[src/rtl/fwd_hazard_unit.sv]
// EX-stage forwarding select generator and load-use stall detector.
// Keeps its own ID/EX, EX/MEM and MEM/WB copies of destination and write-enable info.
module fwd_hazard_unit #(
   parameter int REGW      = 5,
   parameter int NREG_ZERO = 0
) (
   input  logic            clk,
   input  logic            rst_n,
   input  logic            id_valid,
   input  logic [REGW-1:0] id_rs,
   input  logic [REGW-1:0] id_rt,
   input  logic [REGW-1:0] id_dest,
   input  logic            id_regwrite,
   input  logic            id_memread,
   input  logic            flush,
   output logic [1:0]      fwd_a,
   output logic [1:0]      fwd_b,
   output logic            stall
);

   localparam logic [REGW-1:0] ZERO_IDX = REGW'(NREG_ZERO);

   logic [REGW-1:0] ex_rs_r;
   logic [REGW-1:0] ex_rt_r;
   logic [REGW-1:0] ex_dest_r;
   logic            ex_regwrite_r;
   logic            ex_memread_r;
   logic [REGW-1:0] mem_dest_r;
   logic            mem_regwrite_r;
   logic [REGW-1:0] wb_dest_r;
   logic            wb_regwrite_r;

   logic [1:0]      fwd_a_s;
   logic [1:0]      fwd_b_s;
   logic            stall_s;
   logic            idex_load_s;

   // EX/MEM is checked first so the newest in-flight value wins.
   function automatic logic [1:0] fwd_sel(
      input logic [REGW-1:0] src,
      input logic [REGW-1:0] mem_dest,
      input logic            mem_rw,
      input logic [REGW-1:0] wb_dest,
      input logic            wb_rw
   );
      logic [1:0] sel;
      if (mem_rw && (mem_dest != ZERO_IDX) && (mem_dest == src)) begin
         sel = 2'b10;
      end else if (wb_rw && (wb_dest != ZERO_IDX) && (wb_dest == src)) begin
         sel = 2'b01;
      end else begin
         sel = 2'b00;
      end
      return sel;
   endfunction

   // Mux selects and load-use detection, all same-cycle from the shadow registers.
   always_comb begin
      fwd_a_s     = fwd_sel(ex_rs_r, mem_dest_r, mem_regwrite_r, wb_dest_r, wb_regwrite_r);
      fwd_b_s     = fwd_sel(ex_rt_r, mem_dest_r, mem_regwrite_r, wb_dest_r, wb_regwrite_r);
      stall_s     = ex_memread_r && (ex_dest_r != ZERO_IDX) && id_valid &&
                    ((ex_dest_r == id_rs) || (ex_dest_r == id_rt));
      idex_load_s = id_valid && !stall_s && !flush;
   end

   assign fwd_a = fwd_a_s;
   assign fwd_b = fwd_b_s;
   assign stall = stall_s;

   // ID/EX shadow: take the ID instruction or insert a bubble on stall, flush or invalid.
   always_ff @(posedge clk or negedge rst_n) begin
      if (!rst_n) begin
         ex_rs_r       <= '0;
         ex_rt_r       <= '0;
         ex_dest_r     <= '0;
         ex_regwrite_r <= 1'b0;
         ex_memread_r  <= 1'b0;
      end else if (idex_load_s) begin
         ex_rs_r       <= id_rs;
         ex_rt_r       <= id_rt;
         ex_dest_r     <= id_dest;
         ex_regwrite_r <= id_regwrite;
         ex_memread_r  <= id_memread;
      end else begin
         ex_rs_r       <= '0;
         ex_rt_r       <= '0;
         ex_dest_r     <= '0;
         ex_regwrite_r <= 1'b0;
         ex_memread_r  <= 1'b0;
      end
   end

   // EX/MEM and MEM/WB shadows advance every cycle.
   always_ff @(posedge clk or negedge rst_n) begin
      if (!rst_n) begin
         mem_dest_r     <= '0;
         mem_regwrite_r <= 1'b0;
         wb_dest_r      <= '0;
         wb_regwrite_r  <= 1'b0;
      end else begin
         mem_dest_r     <= ex_dest_r;
         mem_regwrite_r <= ex_regwrite_r;
         wb_dest_r      <= mem_dest_r;
         wb_regwrite_r  <= mem_regwrite_r;
      end
   end

endmodule

[config.mk]
export PLATFORM = sky130hd
export DESIGN_NAME = fwd_hazard_unit
export DESIGN_NICKNAME = d
export VERILOG_FILES = /design/src/rtl/fwd_hazard_unit.sv
export SDC_FILE = /design/constraint.sdc
export NUM_CORES = 1
export LEC_CHECK = 0
export ABC_CLOCK_PERIOD_IN_PS = 4700
export BUFFER_PORTS_ARGS = -buffer_cell sky130_fd_sc_hd__buf_2
export CAP_MARGIN = 5
export CORE_UTILIZATION = 30
export DETAILED_ROUTE_END_ITERATION = 12
export PLACE_DENSITY = 0.59
export SLEW_MARGIN = 15
export SYNTH_ARGS = -nofsm -noshare
export SYNTH_HDL_FRONTEND = slang
export SYNTH_SLANG_ARGS = --single-unit
[constraint.sdc]
create_clock -name clk -period 4.7 [get_ports clk]
set_clock_uncertainty 0.2 [all_clocks]
set_input_delay 0.235 -clock clk [delete_from_list [all_inputs] [get_ports clk]]
set_output_delay 0.235 -clock clk [all_outputs]
set_load 0.03 [all_outputs]
After elaboration in Yosys (flattened, before gate mapping) --
Cells that the tools add are included. W data, S select, Z words.
Cells by class: add/subtract/negate cells 0, multipliers 0, div/mod/pow operators 0, $lt $le $gt $ge 0, equal/unequal tests 6, shift operators 0, muxes and demuxes 9, bitwise gates (word level) 0, reduce and logical (&&, ||, !) cells 17
Operators with widths (count):
- $eq A5 B5 Y1 | 6
- $mux W5 | 3
- $reduce_bool A5 Y1 | 3
- $logic_and A1 B1 Y1 | 11
- $mux W1 | 4
- $mux W2 | 2
- $logic_not A1 Y1 | 2
- $logic_or A1 B1 Y1 | 1
Storage, ports and cells: flip-flop bits (word level) 29, bits in latches 0, memory bits (writable) 0, ROM bits 0, input port bits 21, output and inout port bits 5, word-level logic and storage cells 41, memories 0

Depth between registers and ports, before layout --
Gate-level depths: netlist of the first run.
depth after elaboration 8, gate-level depth with buffers 5, mapped depth without buffers 4

Worst setup path after synthesis of the first run --
OpenSTA, ideal clock, no wires.
kind flip-flop to output port, from reg mem_dest_r[1], to out fwd_a[0], arrival 2280 ps, data required time 4265 ps, slack 1985 ps, stages on the path, launching flop included 5, buffers on the path 0, cells stage by stage dfrtp_1 > or4_1 > o21ai_1 > nor4_1 > nor4_1
Between the ends: longest elaborated chain between the ends 4, elaborated cells between the ends (all ways) 5
Ends and longest elaborated chain:
- from (decl) | RTL line 28 | logic [REGW-1:0] mem_dest_r;
- from (signal assigned) | RTL line 101 | mem_dest_r <= ex_dest_r;
- $reduce_bool A5 Y1 | RTL line 47 | if (mem_rw && (mem_dest != ZERO_IDX) && (mem_dest == src)) begin
- $logic_and A1 B1 Y1 | RTL line 47
- $logic_and A1 B1 Y1 * | RTL line 47
- $mux W2 * | RTL line 47
- to (decl) | RTL line 16 | output logic [1:0] fwd_a,
Mark *: on every way between the ends. The rest lies on a longest branch, timed or not.

Worst setup path after layout of the first run --
from in id_rs[3], to out stall
Between the ends: longest elaborated chain between the ends 3
Ends and longest elaborated chain:
- from (decl) | RTL line 10 | input logic [REGW-1:0] id_rs,
- $eq A5 B5 Y1 | RTL line 62 | ((ex_dest_r == id_rs) || (ex_dest_r == id_rt));
- $logic_or A1 B1 Y1 | RTL line 62
- $logic_and A1 B1 Y1 | RTL line 61 | stall_s = ex_memread_r && (ex_dest_r != ZERO_IDX) && id_valid &&
- to (decl) | RTL line 18 | output logic stall
No other way between the ends.

==> impl_metrics.py, run 1 <==
metrics = {
    "outcome": {
        "outcome": "completed",
    },
    "place": {
        "dp_cells": 189,
        "gp_congestion": 0.8254,
        "place_hpwl_um": 2088,
        "portBuffers": 25,
        "post-place-ws_ns": 2.504,
    },
    "die": {
        "dieWidth_um": 68.99,
        "coreArea_um2": 4144,
        "initial_utilization_pct": 32.49,
        "die-area_um2": 4760,
        "io_pins": 26,
        "rows": 23,
        "die_h_um": 68.99,
    },
    "final_layout": {
        "nNetsFinal": 176,
        "fillers": 421,
        "antenna_cells": 0,
        "instances_no_fill": 206,
        "regArea_um2": 725.7,
        "syn_to_final_growth_pct": 24.16,
        "multi_input_area_um2": 581.8,
        "drive_gt1_share_pct": 23.72,
    },
    "critical_path": {
        "cp_slowest_cell": "o22ai_2",
        "crit_chain": "dlygate4sd3_1 > buf_2 > xnor2_1 > nand2_1 > o22ai_2 > and2_2 > buf_2",
        "rr_endpoint": "ex_rt_r[1]$_DFF_PN0_",
        "critPathCapture": "stall",
        "worstPathMaxFanout": 18,
        "r2r_slack_ns": 2.66,
        "crit_start": "id_rs[3]",
        "cpPeakStageDelay_ns": 0.61,
        "critPathKind": "in2out",
        "cp-start-kind": "input port",
        "r2r-start": "ex_dest_r[4]$_DFF_PN0_",
        "cp-end-kind": "output pin",
        "cpMostUsedCell": "buf_2",
        "critical_path_arrival_ns": 2.20,
        "cp.required_ns": 4.26,
        "rr_worst_depth": 3,
    },
    "clock_tree": {
        "cts_tree": "yes",
        "clock_sinks": 29,
        "clockBufferDepth": 2,
        "cts_made_buffers": 5,
        "clkTransAtPathRegs_ns": 0.06,
        "cts_root_buf": "clkbuf_8",
        "h-tree-depth": 2,
        "clk_latency_ns": 0.28,
    },
    "worst_hold_path": {
        "hold_class": "in2reg",
    },
    "timing": {
        "finalSetupViolCount": 0,
        "timing.fmax_mhz": 379.1,
        "slew_violations": 0,
        "hold_violations": 0,
        "post-route-period-util_pct": 56.12,
        "min_period_ns": 2.638,
        "fin_ws_ns": 2.062,
        "worst_slew_pin_slew_ns": 0.7471,
        "rsz0062_at_grt": "false",
        "fin_tns_setup_ns": 0,
        "max-slew-margin-rel_pct": 50.19,
    },
    "detailed_routing": {
        "ant_nets": 0,
        "wirelength_um": 2729,
        "wl_per_cell_um": 13.25,
        "routed_via_density": 4.801,
        "drc": 0,
        "firstDrtPassIters": 4,
        "drt_iter0_drc": 44,
        "vias": 989,
    },
    "power": {
        "leakage_uw": 0.0008147,
        "power_density_nw_per_um2": 314.5,
        "vdd_drop_max_v": 0.0001008,
    },
    "global_routing": {
        "grt.overflow.total": 0,
        "grt_max_degree": 30,
        "grt_pass1_wl_um": 4574,
        "antenna_found_initial": 0,
        "first_global_vias": 975,
        "grt_usage_pct": 13.77,
    },
    "synthesis": {
        "yosysWarnings": 0,
        "ys_types": 20,
        "syn-instance-count": 119,
        "yosysSeqAreaShare_pct": 53.90,
        "synth_area_um2": 1346,
        "avgSynthCellArea_um2": 11.31,
        "mappedNetlistNets": 140,
        "ys_ff_latch": 29,
    },
    "flow_run": {
        "cap_violations": 0,
    },
}
==> per-layer routing <==
layer / share of wire, % / wire, um / up-vias / global-route usage, %
met2: 47 / 1275 / 35 / 20.63
met3: 4.7 / 129 / 7 / 4.441
met4: 2.2 / 60 / 0 / 5.357
met5: 0 / 0 / - / 0
li1: - / - / 479 / -
met1: 46 / 1263 / 468 / 18.36
==> synth_stat cells <==
library cell  number  area (um2)
or4_1              4       30.03
a211oi_2           2       25.02
xnor2_1           16       140.1
nand2_1           19       71.32
buf_8              1       15.01
a21oi_1            7       35.03
o21ai_1            2       10.01
o311a_1            1       10.01
o22ai_2            1       12.51
nand3_1            4       20.02
nor4_1             4       25.02
xor2_1            14       122.6
nor2b_1            1       6.260
buf_6              1       11.26
clkbuf_1           2       7.510
dfrtp_1           29       725.7
buf_2              1       5.000
a211oi_1           8       60.06
and2_2             1       7.510
or3_1              1       6.260
==> worst min path at each step <==
stage              from                      end  slack (ns)  cells after the start
5_1_grt        id_rt[3]     ex_rt_r[3]$_DFF_PN0_        0.01                      3
3_5_place_dp      rst_n  wb_regwrite_r$_DFF_PN0_        0.08                      1
2_1_floorplan     rst_n   ex_dest_r[0]$_DFF_PN0_       -0.26                      0
3_3_place_gp      rst_n  wb_regwrite_r$_DFF_PN0_        0.09                      1
4_1_cts        id_rs[2]     ex_rs_r[2]$_DFF_PN0_       0.002                      3
6_report       id_rs[2]     ex_rs_r[2]$_DFF_PN0_        0.02                      3
==> cells in the final DEF (no fill, tap or decap), types with 2 or more instances in the layout <==
cell / netlist / final
a211oi_1: 8 / 8
a211oi_2: 2 / 2
a21oi_1: 7 / 7
buf_2: 1 / 25
clkbuf_8: 0 / 5
clkinv_2: 0 / 2
dfrtp_1: 29 / 29
dlygate4sd3_1: 0 / 9
nand2_1: 19 / 19
nand3_1: 4 / 4
nor4_1: 4 / 4
o21ai_1: 2 / 2
or4_1: 4 / 4
xnor2_1: 16 / 16
xor2_1: 14 / 14
==> worst max-delay path, delay by kind of cell <==
kind	cells	cell delay, ns
AND/OR/NAND/NOR	2	0.36
buffers and inverters	3	0.86
AO/OA/AOI/OAI	1	0.61
XOR/XNOR	1	0.14
==> cells by family after synthesis <==
kind of cell    synth area share [%]
xor+xnor                       19.52
simple gates                   12.36
buf+inv                        2.881
flops                          53.90
compound gates                 11.34
==> metrics by stage <==
| step | util, % | hold slack (ns) | power, uW | cell area (um2) |
|---|---|---|---|---|
| floorplan | - | -0.2606 | 306.5 | 1346 |
| global placement | 36.08 | 0.09112 | 328.5 | 1495 |
| detailed placement | 36.08 | 0.08478 | 329.7 | 1495 |
| CTS | 40.34 | 0.002247 | 534.7 | 1672 |
| global route | 40.34 | 0.01244 | 552.8 | 1672 |
| finish | 40.34 | 0.01564 | 525.8 | 1672 |
==> state kept, by name, indices dropped and copies added (netlist names) <==
signal	flops
ex_regwrite_r	1
ex_rs_r	5
ex_dest_r	5
ex_rt_r	5
wb_regwrite_r	1
wb_dest_r	5
mem_dest_r	5
ex_memread_r	1
mem_regwrite_r	1
==> where the power goes <==
group | leakage [uW] | total (uW) | internal, uW | switching [uW]
logic | 0.000381 | 60.4 | 29.7 | 30.7
clock network | 0.0000439 | 196 | 102 | 94.0
registers | 0.000390 | 270 | 259 | 10.4
==> final cells by class <==
| type | instances | share of cell area (%) |
|---|---|---|
| sequential | 29 | 43.41 |
| multi-input combinational | 85 | 34.81 |
| clock inverter | 3 | 1.048 |
| clock buffer | 5 | 4.117 |
| timing repair buffer | 34 | 12.87 |
| tap | 50 | 3.743 |
==> repair_timing <==
action,CTS,global route
hold buffers,9,0
gates resized for setup,0,0
setup buffers,0,0
hold endpoints to repair,37,0
No activity file was read; power rests on OpenSTA's default activity.
==> run 2: changes to the inputs <==
- ABC_CLOCK_PERIOD_IN_PS: 4700 -> 2650
- clock period: 4.7 -> 2.65 ns (I/O delays scaled with it)
==> run 2 against run 1 <==
Compared with the run above: clock power up 80%; hold slack better by 0.14 ns; utilization up 7.1 points; final cell count grew 15%; routed wire length grew 7.8%; sequential power up 77%; critical endpoint is now ex_rs_r[3]$_DFF_PN0_; design area rose by 18%; largest cell class unchanged; critical path depth is 2 lower; power increased by 84%; critical path type is now reg2reg; flip-flop and latch count unchanged; global-route usage rose by 1.5 points.
==> impl_metrics.py, run 2 (synthesis gave the netlist of run 1 again) <==
metrics = {
    "critical_path": {
        "cp.required_ns": 2.67,
        "cp-end-kind": "flop",
        "cp-start-kind": "flop",
        "critical_path_arrival_ns": 2.56,
        "worstPathMaxFanout": 10,
        "critPathKind": "reg2reg",
    },
    "timing": {
        "worst_slew_pin_slew_ns": 0.6034,
        "timing.fmax_mhz": 394.1,
        "post-route-period-util_pct": 95.76,
        "max-slew-margin-rel_pct": 59.78,
        "finalSetupViolCount": 0,
        "rsz0062_at_grt": "false",
        "hold_violations": 0,
        "fin_tns_setup_ns": 0,
        "min_period_ns": 2.538,
        "holdWs_ns": 0.1576,
        "slew_violations": 0,
    },
    "global_routing": {
        "antenna_found_initial": 0,
        "grt_pass1_wl_um": 5112,
        "grt_usage_pct": 15.27,
        "grt.overflow.total": 0,
        "grt_max_degree": 30,
        "first_global_vias": 1162,
    },
    "detailed_routing": {
        "firstDrtPassIters": 4,
        "wl_per_cell_um": 12.46,
        "routed_via_density": 4.657,
        "vias": 1099,
        "wirelength_um": 2941,
        "ant_nets": 0,
        "drt_iter0_drc": 17,
        "drc": 0,
    },
    "place": {
        "place_hpwl_um": 2070,
        "gp_congestion": 0.8241,
        "portBuffers": 25,
    },
    "die": {
        "die_h_um": 68.99,
        "io_pins": 26,
        "rows": 23,
        "initial_utilization_pct": 32.49,
        "coreArea_um2": 4144,
        "die-area_um2": 4760,
        "dieWidth_um": 68.99,
    },
    "clock_tree": {
        "clockBufferDepth": 2,
        "cts_made_buffers": 5,
        "cts_root_buf": "clkbuf_8",
        "post-cts-setup-buffers": 0,
        "clock_sinks": 29,
        "cts_tree": "yes",
        "h-tree-depth": 2,
        "clkTransAtPathRegs_ns": 0.07,
        "clk_latency_ns": 0.29,
    },
    "power": {
        "vdd_drop_max_v": 0.0003819,
        "leakage_uw": 0.0009508,
        "power_density_nw_per_um2": 491.8,
    },
    "final_layout": {
        "layout_common_cells": "dlygate4sd3_1 (37), dfrtp_1 (29), buf_2 (25), nand2_1 (19), xnor2_1 (16)",
        "final_core_util_pct": 47.46,
        "antenna_cells": 0,
        "syn_to_final_growth_pct": 46.10,
        "final_common_cell": "dlygate4sd3_1",
        "drive_gt1_share_pct": 20.97,
        "nNetsFinal": 206,
    },
    "worst_hold_path": {
        "hold_class": "reg2reg",
    },
    "outcome": {
        "outcome": "completed",
    },
    "flow_run": {
        "cap_violations": 0,
    },
}
[run 2: cell types whose count changed in the layout (fill, tap and decap cells not counted), sizes merged]
cell	delta
dlygate4sd3	+28
buf	+2
[run 2: final cells by class]
class	count	area, um2
Tap cell	50	62.56
Sequential cell	29	725.7
Multi-Input combinational cell	85	581.8
Fill cell	384	2177
Clock buffer	5	68.82
Timing Repair Buffer	64	510.5
Clock inverter	3	17.52
[run 2: power by group]
part	internal, uW	total (uW)	switching [uW]
registers	460	478	18.1
logic	78.4	137	58.6
clock network	181	352	172
total	719	967	249
[run 2: final timing paths]
check,slack (ns),to,from,depth (start not counted)
worst max-delay path,0.11,ex_rs_r[3]$_DFF_PN0_,ex_dest_r[0]$_DFF_PN0_,5
worst min-delay path,0.16,mem_regwrite_r$_DFF_PN0_,ex_regwrite_r$_DFF_PN0_,0
worst max register to register,0.11,ex_rs_r[3]$_DFF_PN0_,ex_dest_r[0]$_DFF_PN0_,5
worst min register to register,0.16,mem_regwrite_r$_DFF_PN0_,ex_regwrite_r$_DFF_PN0_,0
max in group asynchronous,1.65,ex_dest_r[2]$_DFF_PN0_,rst_n,2
min in group asynchronous,0.20,wb_regwrite_r$_DFF_PN0_,rst_n,2
[run 2: worst max-delay path, stage by stage (launching register included)]
cell and delay [ns]:
dfrtp_1 0.43, or3_1 0.37, o311a_1 0.41, buf_4 0.22, a211oi_1 0.26, dlygate4sd3_1 0.58
[run 2: routing by layer]
| metal | track usage (%) | wire (um) |
|---|---|---|
| met1 | 17.32 | 1247 |
| met2 | 27.06 | 1527 |
| met3 | 4.934 | 123 |
| met4 | 4.592 | 43 |
| met5 | 0 | 0 |
[run 2: timing repair]
item,CTS,global route
resized for setup,0,0
hold buffers,37,0
hold endpoints to repair,46,0
[run 2: per-stage QoR]
step	total power, uW	instances	area, um2	setup slack, ns
after detailed placement	585.0	191	1510	0.6271
after global routing	1018	236	1967	0.02868
final	967.3	236	1967	0.1124
after floorplan	543.5	119	1346	0.03795
after global placement	582.5	191	1510	0.6548
after CTS	975.8	236	1967	0.1174
